--- src/rtl/tomasulo_rs.sv ---
// tomasulo_pkg / tomasulo_rs
//
// Reservation station for a Tomasulo-style out-of-order core.
// Holds N pending operations, snoops the registered CDB for operand
// wakeup and issues the lowest-index ready entry to execute, one per cycle.
//
// Ports:
//   clk            clock, all logic on posedge
//   rst_n          synchronous active-low reset
//   disp_vld       dispatch request
//   disp_rdy       at least one free entry (registered state only)
//   disp_op        operation
//   disp_src_vld   per-source data-present flag
//   disp_src_data  per-source data (used where disp_src_vld[i]=1)
//   disp_src_tag   per-source producer tag (used where disp_src_vld[i]=0)
//   disp_imm/disp_robid/disp_wa/disp_tag  immediate, ROB id, write address, dest tag
//   cdb_r          registered result bus (snooped)
//   iss_vld        registered issue valid (no backpressure)
//   iss            registered issue payload
//
// Configuration:
//   TOMASULO_RS_WAKEUP_BYPASS_EN  when defined, selection also treats sources
//   matched by cdb_r in the current cycle as ready and forwards cdb_r.wdata
//   into the issue payload (CDB at T -> issue at T+1 instead of T+2).

package tomasulo_pkg;

    typedef enum logic [3:0] {
        OP_ADD = 4'd0,
        OP_SUB = 4'd1,
        OP_AND = 4'd2,
        OP_OR  = 4'd3,
        OP_XOR = 4'd4,
        OP_SLL = 4'd5,
        OP_SRL = 4'd6,
        OP_SLT = 4'd7
    } opcode_t;

    typedef logic [31:0] word_t;
    typedef logic [15:0] imm_t;
    typedef logic [3:0]  tag_t;
    typedef logic [3:0]  robid_t;
    typedef logic [4:0]  wa_t;

    typedef struct packed {
        opcode_t      op;
        word_t [1:0]  rdata;
        imm_t         imm;
        tag_t         tag;
        robid_t       robid;
        wa_t          wa;
    } issue_t;

    typedef struct packed {
        logic  vld;
        tag_t  tag;
        word_t wdata;
    } cdb_t;

endpackage

module tomasulo_rs
    import tomasulo_pkg::*;
#(
    parameter int N = 4
) (
    input  logic         clk,
    input  logic         rst_n,
    input  logic         disp_vld,
    output logic         disp_rdy,
    input  opcode_t      disp_op,
    input  logic [1:0]   disp_src_vld,
    input  word_t [1:0]  disp_src_data,
    input  tag_t [1:0]   disp_src_tag,
    input  imm_t         disp_imm,
    input  robid_t       disp_robid,
    input  wa_t          disp_wa,
    input  tag_t         disp_tag,
    input  cdb_t         cdb_r,
    output logic         iss_vld,
    output issue_t       iss
);

    localparam int IW = (N > 1) ? $clog2(N) : 1;

    // Entry storage
    logic [N-1:0] valid;
    opcode_t      op_q     [N];
    imm_t         imm_q    [N];
    tag_t         tag_q    [N];
    robid_t       robid_q  [N];
    wa_t          wa_q     [N];
    logic [1:0]   src_rdy  [N];
    word_t        src_data [N][2];
    tag_t         src_tag  [N][2];

    logic          disp_fire;
    logic [IW-1:0] free_idx;
    logic [IW-1:0] sel_idx;
    logic          sel_vld;
    logic [N-1:0]  elig;
    logic [1:0]    cdb_hit  [N];
    logic [1:0]    disp_hit;
    word_t [1:0]   iss_rdata;

    assign disp_rdy  = ~&valid;
    assign disp_fire = disp_vld & disp_rdy;

    // Lowest-index free entry (descending scan so the lowest wins).
    always_comb begin
        free_idx = '0;
        for (int unsigned i = N; i > 0; i--) begin
            if (!valid[i-1]) free_idx = IW'(i - 1);
        end
    end

    // CDB tag match for each waiting source of each valid entry.
    always_comb begin
        cdb_hit = '{default: '0};
        for (int unsigned i = 0; i < N; i++) begin
            for (int unsigned s = 0; s < 2; s++) begin
                cdb_hit[i][s] = cdb_r.vld && valid[i] && !src_rdy[i][s] &&
                                (src_tag[i][s] == cdb_r.tag);
            end
        end
    end

    // CDB match on a source that arrives without data in the dispatch cycle.
    always_comb begin
        disp_hit = '0;
        for (int unsigned s = 0; s < 2; s++) begin
            disp_hit[s] = !disp_src_vld[s] && cdb_r.vld &&
                          (disp_src_tag[s] == cdb_r.tag);
        end
    end

    // Eligibility: entries dispatched this cycle are not yet valid, so they
    // can never be picked in their own dispatch cycle.
    always_comb begin
        elig = '0;
        for (int unsigned i = 0; i < N; i++) begin
`ifdef TOMASULO_RS_WAKEUP_BYPASS_EN
            elig[i] = valid[i] && (&(src_rdy[i] | cdb_hit[i]));
`else
            elig[i] = valid[i] && (&src_rdy[i]);
`endif
        end
    end

    always_comb begin
        sel_idx = '0;
        sel_vld = 1'b0;
        for (int unsigned i = N; i > 0; i--) begin
            if (elig[i-1]) begin
                sel_idx = IW'(i - 1);
                sel_vld = 1'b1;
            end
        end
    end

    // Operand read for the selected entry, with optional CDB forwarding.
    always_comb begin
        iss_rdata = '0;
        for (int unsigned s = 0; s < 2; s++) begin
            iss_rdata[s] = src_data[sel_idx][s];
`ifdef TOMASULO_RS_WAKEUP_BYPASS_EN
            if (cdb_hit[sel_idx][s]) iss_rdata[s] = cdb_r.wdata;
`endif
        end
    end

    // Selection only touches valid entries and dispatch only free ones, so
    // the two index writes below never target the same entry.
    always_ff @(posedge clk) begin
        if (!rst_n) begin
            valid   <= '0;
            iss_vld <= 1'b0;
            iss     <= '0;
        end else begin
            for (int unsigned i = 0; i < N; i++) begin
                for (int unsigned s = 0; s < 2; s++) begin
                    if (cdb_hit[i][s]) begin
                        src_rdy[i][s]  <= 1'b1;
                        src_data[i][s] <= cdb_r.wdata;
                    end
                end
            end

            if (sel_vld) valid[sel_idx] <= 1'b0;

            if (disp_fire) begin
                valid[free_idx]   <= 1'b1;
                op_q[free_idx]    <= disp_op;
                imm_q[free_idx]   <= disp_imm;
                tag_q[free_idx]   <= disp_tag;
                robid_q[free_idx] <= disp_robid;
                wa_q[free_idx]    <= disp_wa;
                for (int unsigned s = 0; s < 2; s++) begin
                    src_rdy[free_idx][s]  <= disp_src_vld[s] | disp_hit[s];
                    src_data[free_idx][s] <= disp_src_vld[s] ? disp_src_data[s] : cdb_r.wdata;
                    src_tag[free_idx][s]  <= disp_src_tag[s];
                end
            end

            iss_vld <= sel_vld;
            if (sel_vld) begin
                iss.op    <= op_q[sel_idx];
                iss.rdata <= iss_rdata;
                iss.imm   <= imm_q[sel_idx];
                iss.tag   <= tag_q[sel_idx];
                iss.robid <= robid_q[sel_idx];
                iss.wa    <= wa_q[sel_idx];
            end
        end
    end

endmodule

--- config.mk ---
export PLATFORM = sky130hd
export DESIGN_NAME = tomasulo_rs
export DESIGN_NICKNAME = d
export VERILOG_FILES = /design/src/rtl/tomasulo_rs.sv
export SDC_FILE = /design/constraint.sdc
export NUM_CORES = 1
export LEC_CHECK = 0
export ABC_CLOCK_PERIOD_IN_PS = 6300
export CAP_MARGIN = 20
export CORE_UTILIZATION = 34
export CTS_BUF_LIST = sky130_fd_sc_hd__clkbuf_4 sky130_fd_sc_hd__clkbuf_8
export CTS_CLUSTER_SIZE = 30
export DETAILED_ROUTE_END_ITERATION = 6
export MAX_ROUTING_LAYER = met4
export PLACE_DENSITY = 0.49
export SYNTH_ARGS = -nofsm -noshare
export SYNTH_HDL_FRONTEND = slang
export SYNTH_SLANG_ARGS = --single-unit
--- constraint.sdc ---
create_clock -name clk -period 6.3 [get_ports clk]
set_clock_uncertainty 0.05 [all_clocks]
set_input_delay 1.26 -clock clk [delete_from_list [all_inputs] [get_ports clk]]
set_output_delay 1.26 -clock clk [all_outputs]
set_load 0.03 [all_outputs]
==> results.yml <==
sta:
  max_clock_freq_ghz: 0.2540
  hold_violations: 0
  setup_viol: 0
  drv_slew: 0
  rsz0062_at_grt: "false"
  slew_headroom_pct: 31.97
  fin_crit_ps: 3937
  worst_pin_slew_ps: 1021
  min_period_over_period_pct: 62.49
  setup_tns_ps: 0
floorplan:
  core_mm2: 0.06859
  die_w_um: 265.1
  ioPinCount: 246
  chipHeight_um: 265.1
  rows: 96
  die-area_mm2: 0.07029
  initial_core_util_pct: 34.32
setup_path:
  reg2reg_from: "valid[1]"
  cp_slowest_stage_delay_ps: 730
  end_kind: "flip-flop"
  regToRegSetupSlack_ps: 2360
  crit_family: "simple AND/OR/NAND/NOR gates"
  cp_slowest_cell: "dfxtp_1"
  cp.buffers_inverters: 2
  worstPathMaxFanout: 43
  cp.required_ps: 6860
  worstSetupStartpointType: "flip-flop"
  cp_cell_sequence: "buf_4 -> nand3_4 -> nand4_1 -> nand2_1 -> buf_4 -> o2bb2ai_1"
  reg2reg_to: "iss[12]"
  reg2reg_depth: 6
  criticalPathCategory: "reg2reg"
  critPathArrivalTime_ps: 4500
  path_common_cell: "buf_4"
synthesis:
  muxShareOfSynthArea_pct: 14.16
  ys_types: 46
  synth_commonest_cells: "edfxtp_1 (420), mux2_2 (136), mux2_4 (120)"
  async_reset_ff_share_pct: 0
  synth_top_family_by_area: "multiplexers"
  synth-simple-area-share_pct: 4.911
  synth_edf_count: 420
  syn_inst: 1578
  syn_avg_cell_area_um2: 14.92
  seq_area_frac_synth_pct: 62.93
  synth_compound_area_share_pct: 13.11
  synth_area_leaders: "edfxtp_1 (54%), dfxtp_1 (9.4%), mux2_4 (7.7%), mux2_2 (6.5%), o2bb2ai_1 (3.3%)"
  yosysTopAreaCellShare_pct: 53.58
  synth_xor_area_share_pct: 1.488
  ys_ff_latch: 530
  synthesis.area_mm2: 0.02354
  synthAdderAreaFrac_pct: 0
  synth_largest_area_cell: "edfxtp_1"
  yosys_warnings: 0
  yosysMostFrequentCell: "edfxtp_1"
  synthFlopType: "edfxtp_1"
  syn_nets: 1725
clocking:
  cts_made_buffers: 91
  clk_latency_ps: 680
  ctsResizeCount: 0
  cts_tree: "built"
  cts.hold.buffers_added: 0
  post-cts-setup-buffers: 0
  clk_pin_slew_ps: 60
  htree_num_levels: 3
  cts_sinks: 530
  clk_path_buf_depth: 3
  cts_root_buffer: "clkbuf_8"
cells_and_area:
  stdcell_count: 2835
  fin_nets: 1969
  syn2layout_area_growth_pct: 21.86
  fill_cells: 6362
  final_util_pct: 41.82
  multi_input_area_mm2: 0.008137
  drive_gt1_share_pct: 26.99
  regArea_mm2: 0.01481
placement:
  hpwlAfterDp_mm: 43.49
  gp_congestion: 0.7647
  io_buffers: 245
  dpl.cell_count: 2660
global_route:
  grt_usage_pct: 22.10
  grt_pass1_vias: 15600
  grt_max_degree: 65
  antenna_found_initial: 7
  gr-total-overflow: 0
  grt_pass1_wl_mm: 109.7
detailed_routing:
  drtIter0Drc: 1039
  drc_errors: 0
  dr.pass1.iters: 5
  wl_mm: 75.86
  ant_nets: 0
  routedWlPerCell_um: 26.76
  detail_route.vias_per_cell: 5.367
  via_count: 15220
worst_hold_path:
  holdPathEnd: "iss[62]"
  min_from: "src_data[3][1]"
  hold_class: "reg2reg"
  holdPathStages: 2
run_status:
  outcome: "finished clean"
pwr:
  cellPowerDensity_mw_per_mm2: 297.9
  vdd_drop_max_mv: 0.1266
  leakagePower_nw: 9.546
flow_run:
  maxCapViolCount: 0
==> cell families after synthesis <==
kind of cell | Yosys count
AOI/OAI and AO/OA | 417
and+or+nand+nor | 202
xor gates and xnor gates | 40
DFF | 530
buffers and inverters | 133
muxes | 256
==> layer usage <==
layer / track usage, % / vias up / wire (µm)
met1: 28.16 / 7900 / 33160
met3: 3.435 / 113 / 3761
li1: - / 6741 / -
met5: - / - / 0
met4: 8.217 / 0 / 1965
met2: 35.52 / 462 / 36970
==> cell type report <==
type	count	area share (%)
clock inverter	22	0.3708
sequential	530	51.64
tap	931	4.061
antenna	7	0.06107
inverter	4	0.06107
timing repair buffer	280	9.500
clock buffer	146	5.936
multi-input combinational	915	28.37
==> registers in the layout (all words and copies together), names as in the netlist <==
register and count:
tag_q 16, src_rdy 8, iss 97, iss_vld 1, src_tag 32, robid_q 16
wa_q 20, src_data 256, op_q 16, valid 4, imm_q 64
==> report_power, final <==
part           switching, W  internal (W)
registers          0.000128       0.00396
logic              0.000787      0.000545
clock network       0.00142       0.00171
==> layout by cell type, fill, tap and decap left out, types with 16 or more instances in the layout <==
cell type and instances:
edfxtp_1 420, clkdlybuf4s50_1 244, mux2_2 136, mux2_4 120, dfxtp_1 110, clkbuf_8 97
o2bb2ai_1 90, a21oi_1 77, nand2_1 67, a21boi_1 52, o21ai_0 51, clkbuf_4 49
nand4_1 41, nand3_1 37, a31oi_1 35, buf_4 35, xnor2_1 34, a2bb2oi_1 34
a22oi_2 30, a22oi_1 26, and4_1 26, clkinv_1 16
==> stage by stage <==
stage,area [µm²],setup WS [ps],power [W],hold WS (ps)
global placement,26840,1958,0.005481,434.9
floorplan,23540,1452,0.004875,429.9
finish,28690,2363,0.008545,465.6
global route,28690,2232,0.008866,484.6
detailed placement,26860,1902,0.005498,451.5
CTS,28670,2386,0.008630,464.6
==> tightest hold or removal path: cells and delay by family, from the launching register on <==
kind	cells	cell delay [ps]
flip-flops	1	320
AO/OA/AOI/OAI	2	170
==> worst max path at each step <==
| stage | startpoint | end | depth (start not counted) |
|---|---|---|---|
| 2_1_floorplan | cdb_r[32] | src_data[0][32] | 4 |
| 3_3_place_gp | cdb_r[34] | src_data[1][55] | 5 |
| 3_5_place_dp | cdb_r[33] | src_data[1][55] | 5 |
| 4_1_cts | valid[1] | iss[6] | 6 |
| 5_1_grt | valid[1] | iss[6] | 6 |
| 6_report | valid[1] | iss[12] | 6 |
No activity file was read; power rests on OpenSTA's default activity.
